**config.mk**
```make
export PLATFORM = sky130hd
export DESIGN_NAME = chi_step
export DESIGN_NICKNAME = d
export VERILOG_FILES = /design/src/rtl/keccak_pkg.sv /design/src/rtl/chi_row.sv /design/src/rtl/chi_step.sv
export SDC_FILE = /design/constraint.sdc
export NUM_CORES = 1
export LEC_CHECK = 0
export CELL_PAD_IN_SITES_DETAIL_PLACEMENT = 0
export CELL_PAD_IN_SITES_GLOBAL_PLACEMENT = 2
export CORE_UTILIZATION = 33
export DETAILED_ROUTE_END_ITERATION = 8
export HOLD_SLACK_MARGIN = 0.03
export PLACE_DENSITY_LB_ADDON = 0.1
export SETUP_SLACK_MARGIN = 0.1
export SLEW_MARGIN = 25
export SYNTH_ARGS = -nofsm -noshare
export SYNTH_HDL_FRONTEND = slang
export SYNTH_SLANG_ARGS = --single-unit
```
**constraint.sdc**
```tcl
create_clock -name clk -period 2.89 [get_ports clk]
set_input_delay 0.4335 -clock clk [delete_from_list [all_inputs] [get_ports clk]]
set_output_delay 0.4335 -clock clk [all_outputs]
set_load 0.01 [all_outputs]
```
**src/rtl/keccak_pkg.sv**
```systemverilog
// Shared Keccak constants and chi-stage types.
// Used by chi_step and chi_row.
package keccak_pkg;

    localparam int unsigned LANE_W   = 64;
    localparam int unsigned ROW_LN   = 5;
    localparam int unsigned N_LANES  = 25;
    localparam int unsigned ROUND_W  = 5;
    localparam int unsigned N_ROUNDS = 24;
    localparam int unsigned CNT_W    = 3;

    typedef enum logic [1:0] {
        IDLE = 2'd0,
        LOAD = 2'd1,
        EMIT = 2'd2,
        DONE = 2'd3
    } chi_state_t;

    // Column successor within a row, mod 5, by compare rather than slicing.
    function automatic logic [CNT_W-1:0] mod5_inc(input logic [CNT_W-1:0] v);
        return (v == CNT_W'(ROW_LN - 1)) ? '0 : CNT_W'(v + CNT_W'(1));
    endfunction

endpackage

```
**src/rtl/chi_row.sv**
```systemverilog
// Combinational Keccak chi over one 5-lane row:
// A'[x] = A[x] ^ (~A[x+1] & A[x+2]), indices mod 5.
module chi_row #(
    parameter int unsigned LANE_W = keccak_pkg::LANE_W
) (
    input  logic [LANE_W-1:0] lanes_i [keccak_pkg::ROW_LN],
    output logic [LANE_W-1:0] chi_c   [keccak_pkg::ROW_LN]
);
    import keccak_pkg::*;

    logic [CNT_W-1:0] i1;
    logic [CNT_W-1:0] i2;

    always_comb begin
        i1 = '0;
        i2 = '0;
        for (int i = 0; i < int'(ROW_LN); i++) begin
            i1       = mod5_inc(CNT_W'(i));
            i2       = mod5_inc(i1);
            chi_c[i] = lanes_i[i] ^ (~lanes_i[i1] & lanes_i[i2]);
        end
    end

endmodule

```
**src/rtl/chi_step.sv**
```systemverilog
// Keccak-f[1600] chi stage: buffers one row of lanes, emits its chi result lane by lane.
// Optional CHI_BYPASS_EN adds a bypass input that passes lanes through unchanged.
module chi_step #(
    parameter int unsigned LANE_W  = keccak_pkg::LANE_W,
    parameter int unsigned ROUND_W = keccak_pkg::ROUND_W
) (
    input  logic               clk,
    input  logic               rst,
    input  logic               start,
    input  logic [ROUND_W-1:0] iteration,
`ifdef CHI_BYPASS_EN
    input  logic               bypass,
`endif
    input  logic               in_valid,
    input  logic [LANE_W-1:0]  in_lane,
    output logic               in_ready,
    output logic               out_valid,
    output logic [LANE_W-1:0]  out_lane,
    input  logic               out_ready,
    output logic [ROUND_W-1:0] iter_out,
    output logic               busy,
    output logic               finish
);
    import keccak_pkg::*;

    localparam logic [CNT_W-1:0] LAST_IDX = CNT_W'(ROW_LN - 1);

    chi_state_t          state_q, state_d;
    logic [CNT_W-1:0]    x_q, x_d;
    logic [CNT_W-1:0]    row_q, row_d;
    logic [ROUND_W-1:0]  iter_q, iter_d;
    logic [LANE_W-1:0]   rowbuf_q [ROW_LN];
    logic [LANE_W-1:0]   rowbuf_d [ROW_LN];
    logic [LANE_W-1:0]   chi_c    [ROW_LN];
    logic [LANE_W-1:0]   emit_lane_c;
    logic [LANE_W-1:0]   out_lane_q, out_lane_d;
    logic                in_ready_q, in_ready_d;
    logic                out_valid_q, out_valid_d;
    logic                busy_q, busy_d;
    logic                finish_q, finish_d;
`ifdef CHI_BYPASS_EN
    logic                bypass_q, bypass_d;
`endif

    // Next state, counters and row buffer.
    always_comb begin
        state_d  = state_q;
        x_d      = x_q;
        row_d    = row_q;
        iter_d   = iter_q;
        rowbuf_d = rowbuf_q;
`ifdef CHI_BYPASS_EN
        bypass_d = bypass_q;
`endif
        unique case (state_q)
            IDLE: begin
                if (start) begin
                    iter_d  = iteration;
`ifdef CHI_BYPASS_EN
                    bypass_d = bypass;
`endif
                    row_d   = '0;
                    x_d     = '0;
                    state_d = LOAD;
                end
            end
            LOAD: begin
                if (in_valid && in_ready_q) begin
                    rowbuf_d[x_q] = in_lane;
                    if (x_q == LAST_IDX) begin
                        x_d     = '0;
                        state_d = EMIT;
                    end else begin
                        x_d = CNT_W'(x_q + CNT_W'(1));
                    end
                end
            end
            EMIT: begin
                if (out_valid_q && out_ready) begin
                    if (x_q == LAST_IDX) begin
                        x_d = '0;
                        if (row_q == LAST_IDX) begin
                            state_d = DONE;
                        end else begin
                            row_d   = CNT_W'(row_q + CNT_W'(1));
                            state_d = LOAD;
                        end
                    end else begin
                        x_d = CNT_W'(x_q + CNT_W'(1));
                    end
                end
            end
            DONE: begin
                state_d = IDLE;
            end
            default: begin
                state_d = IDLE;
            end
        endcase
    end

    chi_row #(.LANE_W(LANE_W)) u_chi_row (
        .lanes_i (rowbuf_d),
        .chi_c   (chi_c)
    );

`ifdef CHI_BYPASS_EN
    assign emit_lane_c = bypass_q ? rowbuf_d[x_d] : chi_c[x_d];
`else
    assign emit_lane_c = chi_c[x_d];
`endif

    // Registered outputs are decoded from the upcoming state so they align with it.
    always_comb begin
        in_ready_d  = (state_d == LOAD);
        out_valid_d = (state_d == EMIT);
        busy_d      = (state_d != IDLE);
        finish_d    = (state_d == DONE);
        out_lane_d  = out_lane_q;
        if (state_d == EMIT) begin
            out_lane_d = emit_lane_c;
        end
    end

    always_ff @(posedge clk) begin
        if (rst) begin
            state_q     <= IDLE;
            x_q         <= '0;
            row_q       <= '0;
            iter_q      <= '0;
            out_lane_q  <= '0;
            in_ready_q  <= 1'b0;
            out_valid_q <= 1'b0;
            busy_q      <= 1'b0;
            finish_q    <= 1'b0;
`ifdef CHI_BYPASS_EN
            bypass_q    <= 1'b0;
`endif
        end else begin
            state_q     <= state_d;
            x_q         <= x_d;
            row_q       <= row_d;
            iter_q      <= iter_d;
            out_lane_q  <= out_lane_d;
            in_ready_q  <= in_ready_d;
            out_valid_q <= out_valid_d;
            busy_q      <= busy_d;
            finish_q    <= finish_d;
`ifdef CHI_BYPASS_EN
            bypass_q    <= bypass_d;
`endif
        end
    end

    // Row buffer content is don't-care after reset.
    always_ff @(posedge clk) begin
        rowbuf_q <= rowbuf_d;
    end

    assign in_ready  = in_ready_q;
    assign out_valid = out_valid_q;
    assign out_lane  = out_lane_q;
    assign iter_out  = iter_q;
    assign busy      = busy_q;
    assign finish    = finish_q;

endmodule

```
==> metrics.md, run 1 <==
| Metric | Value |
|---|---|
| Status | complete, no violations |
| CTS root buffer | clkbuf_16 |
| Place WS | -0.3918 ns |
| H-tree depth | 2 |
| Setup Skew | 0.01946 ns |
| Async SR Flop Fraction | 0% |
| Reg clk slew, reported paths | ~0.06 ns |
| Final setup viols | 0 |
| Initial antenna violation count | 5 |
| Die W | roughly 260 microns |
| Port Buffers | ~150 |
| Gr ovfl total | 0 |
| Most frequent cells after synthesis | dfxtp_1, a21oi_1, nand2_1, inv_1, mux2i_1 |
| Avg Inst Size Synth | 8.861 sq um |
| Top-level I/O count | between 100 and 150 |
| Post-layout nets | 3042 |
| Vias per std cell | 5.563 |
| Post-route cell area | about 30000 sq um |
| Post-Syn Nets | approximately 2.6k |
| First DRT Iteration DRCs | approximately 1.2k |
| Largest net degree at the start of global routing | roughly 80 |
| Achievable Freq | ~370 MHz |
| HP Class | in2reg |
| Peak fanout along the critical path | 6 |
| Worst EP arrival | around 3.2 ns |
| Max-Cap Viols | 0 |
| Flops & latches, synth | 401 |
| Met2 Resource Use GR | 39.37% |
| Layout cells sized above 1 | about a quarter |
| Switching share of power | a little over a quarter |
| Fin crit period | between 2 and 3 ns |
| Hpwl dp | 51990 microns |
| Peak supply drop | 407.0 uV |
| Synth top area cells | dfxtp_1, mux2_2, mux2i_1 |
| Comb pwr share | 17.3% |
| Met1 usage | approximately 30% |
| Full die area | slightly below 70000 sq um |
| Switch Pwr | 4.096 mW |
| DRC Markers | 0 |
| Worst slew pin tran | ~0.70 ns |
| Primary FF master, synth | dfxtp_1 |
| Synth area leader | dfxtp_1 |
| Buffer depth of the longest clock path | 3 |
| Mapped Cells | 2484 |
| Clock sinks | 401 |
| Die height | approximately 260 microns |
| Drt wl/cell | between 20 and 25 microns |
| Ys Warns | 0 |
| CTS tree | done |
| Crit. End Element | flip-flop |
| Total Power | roughly 15 mW |
| Area grow syn2layout | 35.81% |
| Pleak | around 13 nW |
| Filler Cell Count | roughly 6.4k |
| CTS Buf Count | 50 |
| Area share of the largest cell type after synthesis | 36.47% |
| Fin crit share | 94.40% |
| Post-synth EDFFs | 0 |
| Initial Util | around 33% |
| CP Launch Type | flip-flop |
| Placed inst area | roughly 28000 sq um |
| RSZ-0062 raised after global routing | yes |
| Via Count | approximately 21k |
| Final Max Slew Viols | 0 |
| GRT met3 Usage | roughly 3% |
| Most common cell in the netlist | dfxtp_1 |
| Post-route ant nets | 0 |
| TritonRoute pass-1 iters | 6 |
| Area of the mapped netlist | approximately 22000 sq um |
| PwrDens | around 500 nW/um^2 |
| First-pass GRT wire length | 121700 microns |
| Final WS setup | ~0.16 ns |
| Final Hold Fails | 0 |
| FP Rows | 94 |
| Clock share of power | approximately two fifths |
| DRT Wirelength | 81140 microns |
| Vias in the first global route | between 20k and 25k |
| GR Util All Layers | 23.03% |
| Post-synthesis sequential area ratio | between 30 and 40% |
| Core area | about 66000 sq um |
| Busiest grt layer | met2 |
| Cell internal pwr | 10.82 mW |
| Netlist cell types | 57 |
| Worst-skew pair later-pin latency | 0.61 ns |
| # diodes | 0 |
| Relative slew slack | approximately 53% |
| Final GP Congestion | roughly 0.82 |
| Worst R2R Setup Slack | about 0.16 ns |
| CP required | about 3.4 ns |
| Sequential power share | about two fifths |
| WS Path Type | reg2reg |
==> per-layer routing <==
metal / vias to the layer above / wire length [microns] / part of all wire, %
met5: - / 62 / 0.076
met4: 10 / 2259 / 2.8
met3: 158 / 3583 / 4.4
met2: 509 / 38430 / 47
met1: 10476 / 36800 / 45
li1: 10319 / - / -
==> cell families (layout without fill, tap and decap cells) <==
| kind of cell | Yosys count | after routing | share of synthesized area (%) |
|---|---|---|---|
| AOI/OAI and AO/OA | 789 | 789 | 24.53 |
| xor gates and xnor gates | 67 | 67 | 2.666 |
| adders and majority gates | 4 | 4 | 0.2274 |
| buffers and inverters | 332 | 843 | 6.315 |
| DFF | 401 | 401 | 36.47 |
| muxes | 321 | 321 | 15.48 |
| and+or+nand+nor | 570 | 571 | 14.31 |
==> area by class of cell <==
class / instances / area, sq um / share of cell area [%]
Clock inverter: 8 / 93.84 / 0.3139
Tap cell: 864 / 1081 / 3.616
Timing Repair Buffer: 590 / 5707 / 19.09
Clock buffer: 76 / 1490 / 4.985
Multi-Input combinational cell: 1752 / 12840 / 42.97
Inverter: 169 / 634.4 / 2.122
Sequential cell: 401 / 8041 / 26.90
==> worst paths after layout <==
check	startpoint	endpoint	cells after the start
min reg2reg	iter_out[0]	iter_out[0]	2
max reg2reg	x_q[0]	out_lane[3]	14
max	x_q[0]	out_lane[3]	14
min	rst	state_q[1]	2
==> registers in the layout (all words and copies together), names as in the netlist <==
name and count:
out_valid 1, rowbuf_q 320, iter_out 5, busy 1, state_q 2, x_q 3
row_q 3, out_lane 64, in_ready 1, finish 1
==> critical path, cell delays in order, from the launching register on <==
cell and delay [ns]:
dfxtp_2 0.38, inv_1 0.08, ha_1 0.25, a221oi_4 0.40, buf_4 0.20, nor2_4 0.05, buf_12 0.13, buf_12 0.14
buf_4 0.13, buf_4 0.12, nand2_1 0.08, buf_4 0.12, nand2_1 0.05, a211o_1 0.31, a311oi_2 0.19
==> power groups by stage <==
stage / logic [mW] / clock network [mW] / registers (mW)
2_1_floorplan: 1.50 / 0 / 6.14
3_3_place_gp: 2.48 / 0 / 6.18
3_5_place_dp: 2.50 / 0 / 6.21
4_1_cts: 2.52 / 6.43 / 6.09
5_1_grt: 2.84 / 6.62 / 6.14
6_report: 2.58 / 6.24 / 6.09
==> stage by stage <==
step | setup TNS (ns) | hold slack [ns] | instances | util, %
floorplan | 0 | 0.4514 | 2484 | -
global placement | -19.89 | 0.4445 | 3753 | 42.22
detailed placement | -21.14 | 0.4534 | 3753 | 42.22
CTS | 0 | 0.3233 | 3838 | 44.64
global route | 0 | 0.3660 | 3860 | 45.39
finish | 0 | 0.3658 | 3860 | 45.39
==> what timing repair did <==
| action | CTS | global route |
|---|---|---|
| pin swaps | 0 | 9 |
| buffers inserted | 1 | 16 |
| gates cloned | 0 | 6 |
| hold buffers | 0 | 0 |
| resized for setup | 2 | 59 |
| setup endpoints to repair | 10 | 63 |
==> cells in the final DEF (no fill, tap or decap), drive strengths merged, types with 28 or more instances in the layout <==
cell type,synthesis,final
a221o,28,28
buf,74,440
or3,36,36
nand3,29,29
a311oi,29,29
o32a,35,35
a211o,63,63
inv,169,170
o41ai,35,35
clkbuf,89,81
xor2,65,65
nand2,179,179
nor4,64,64
nand3b,127,127
a211oi,101,101
clkdlybuf4s50,0,145
a21oi,198,198
o211ai,127,127
or4,28,28
dfxtp,401,401
o21ai,162,162
mux2i,165,165
nor2,75,75
mux2,156,156
(Power assumes the default switching activity.)
==> inputs of run 2 (changes only) <==
Settings changed: CORE_UTILIZATION 33 to 37.
==> run 2 against run 1 <==
  * Die area shrank 11%
  * Total power is 2.1% lower
  * Maximum frequency decreased by 1.2%
  * Non-clock buffer count increased by 17
  * Critical endpoint is now out_lane[26]
  * Largest cell class unchanged
  * Largest power group is now registers
==> metrics.md, run 2 (synthesized netlist as in run 1, its figures left out) <==
| Metric | Value |
|---|---|
| First-pass GRT wire length | ~120000 microns |
| Pleak | about 13 nW |
| CP required | 3.39 ns |
| CP Cell Sequence | or3b_4 > nor2_4 > buf_12 > clkbuf_16 > buf_12 > mux2_2 > o21ai_1 > a21oi_1 > or4_4 > a311oi_2 |
| Busiest grt layer | met2 |
| Relative slew slack | a little under a third |
| CP Launch Type | flip-flop |
| Peak fanout along the critical path | 6 |
| Worst-skew pair later-pin latency | 0.59 ns |
| Max reg flops | 320 |
| Slowest cell on crit path | or3b_4 |
| Gr ovfl total | 0 |
| Hpwl dp | slightly above 50000 microns |
| Initial antenna violation count | 3 |
| Layout cells sized above 1 | a little over a quarter |
| Setup Skew | around 0.012 ns |
| CTS Buf Count | about 50 |
| WS Path Type | reg2reg |
| Fin crit share | between 90% and 100% |
| Final setup viols | 0 |
| CTS root buffer | clkbuf_16 |
| Commonest non-fill, non-tap cell in the layout | dfxtp_1 |
| First DRT Iteration DRCs | ~1.2k |
| Finished Layout Cells | ~3.8k |
| Crit. End Element | flip-flop |
| Cts hold-fix bufs | 0 |
| Via Count | 21.56k |
| HP Class | in2reg |
| Core area | a little under 60000 sq um |
| Full die area | around 60000 sq um |
| H-tree depth | 2 |
| Post-layout nets | ~3k |
| Buffer depth of the longest clock path | 3 |
| Met1 usage | a little under a third |
| WP buf/inv | 3 |
| Drt wl/cell | between 20 and 25 microns |
| FP Rows | 89 |
| Worst EP arrival | about 3.3 ns |
| Largest net degree at the start of global routing | 64 |
| Vias in the first global route | around 21k |
| Met2 Resource Use GR | between 40% and 50% |
| Top-level I/O count | 147 |
| CP peak stage delay | between 0.4 and 0.5 ns |
| CTS tree | done |
| PwrDens | 480.2 nW/um^2 |
| Final Hold Fails | 0 |
| Max-Cap Viols | 0 |
| Placed Cells | 3669 |
| GRT met3 Usage | approximately 3.4% |
| Worst slew pin tran | 1.040 ns |
| GR Util All Layers | between 20 and 30% |
| Crit-path leading delay family | simple AND/OR/NAND/NOR gates |
| DRT Wirelength | 79660 microns |
| RSZ-0062 raised after global routing | yes |
| Peak supply drop | around 400 uV |
| Initial Util | between 30% and 40% |
| Crit path top cell by count | buf_12 |
| Fin crit period | ~2.8 ns |
| Area grow syn2layout | 38.15% |
| Die W | between 200 and 250 microns |
| Placed inst area | between 20000 and 30000 sq um |
| Final GP Congestion | about 0.83 |
| Die height | ~250 microns |
| Clock sinks | about 400 |
| Status | complete, no violations |
| Largest Register | rowbuf_q |
| Post-route ant nets | 0 |
| Achievable Freq | 362.0 MHz |
| Vias per std cell | 5.688 |
| DRC Markers | 0 |
| Port Buffers | between 100 and 150 |
| Post-route cell area | 30410 sq um |
| Reg clk slew, reported paths | roughly 0.060 ns |
| Most frequent cells in the layout | dfxtp_1, buf_4, a21oi_1 |
| Final Max Slew Viols | 0 |
| TritonRoute pass-1 iters | 5 |
-- run 2: cell count changes in the layout (fill, tap and decap cells not counted), sizes merged --
cell / previous run / this run
bufbuf: 0 / 1
buf: 440 / 452
diode: 0 / 3
clkbuf: 81 / 80
bufinv: 2 / 0
or2: 2 / 1
clkinv: 5 / 16
inv: 170 / 169
-- run 2: stage by stage --
step           total power [mW]  hold slack [ns]  TNS (ns)  utilization (%)  setup slack, ns
2_1_floorplan             7.641           0.4514         0                -           0.3062
3_3_place_gp              8.623           0.4427    -19.44            47.34          -0.3818
3_5_place_dp              8.693           0.4517    -21.35            47.34          -0.4197
4_1_cts                   14.70           0.2599         0            50.04          0.06155
5_1_grt                   15.28           0.3092         0            51.61          0.02907
6_report                  14.60           0.3144         0            51.62           0.1274
-- run 2: worst paths after layout --
path / startpoint / endpoint / slack, ns / depth (start not counted)
setup / recovery: state_q[1] / out_lane[26] / 0.13 / 10
hold / removal: rst / x_q[1] / 0.31 / 2
setup reg to reg: state_q[1] / out_lane[26] / 0.13 / 10
hold reg to reg: iter_out[1] / iter_out[1] / 0.46 / 2
-- run 2: area by class of cell --
| type | count | area (sq um) |
|---|---|---|
| sequential | 401 | 8035 |
| clock inverter | 16 | 80.08 |
| clock buffer | 71 | 1439 |
| fill | 5344 | 28500 |
| multi-input combinational | 1751 | 13120 |
| tap | 773 | 967.2 |
| timing repair buffer | 607 | 6130 |
| inverter | 169 | 634.4 |
| antenna | 3 | 7.507 |
-- run 2: where the power goes --
group | switching (mW) | internal, mW | total, mW
registers | 0.235 | 5.86 | 6.09
logic | 1.32 | 1.26 | 2.58
clock network | 2.50 | 3.43 | 5.93
total | 4.06 | 10.5 | 14.6
-- run 2: layer usage --
| layer | share of wire [%] | up-vias | routed length [microns] |
|---|---|---|---|
| met4 | 2.8 | 4 | 2212 |
| met2 | 48 | 522 | 38380 |
| met5 | 0.028 | - | 22 |
| met3 | 4.4 | 146 | 3497 |
| li1 | - | 10335 | - |
| met1 | 45 | 10557 | 35560 |
-- run 2: what timing repair did --
| action | CTS | global route |
|---|---|---|
| buffers inserted | 2 | 20 |
| resized for setup | 8 | 131 |
| endpoints found under the setup margin | 55 | 64 |
| gates cloned | 1 | 9 |
| pin swaps | 2 | 36 |
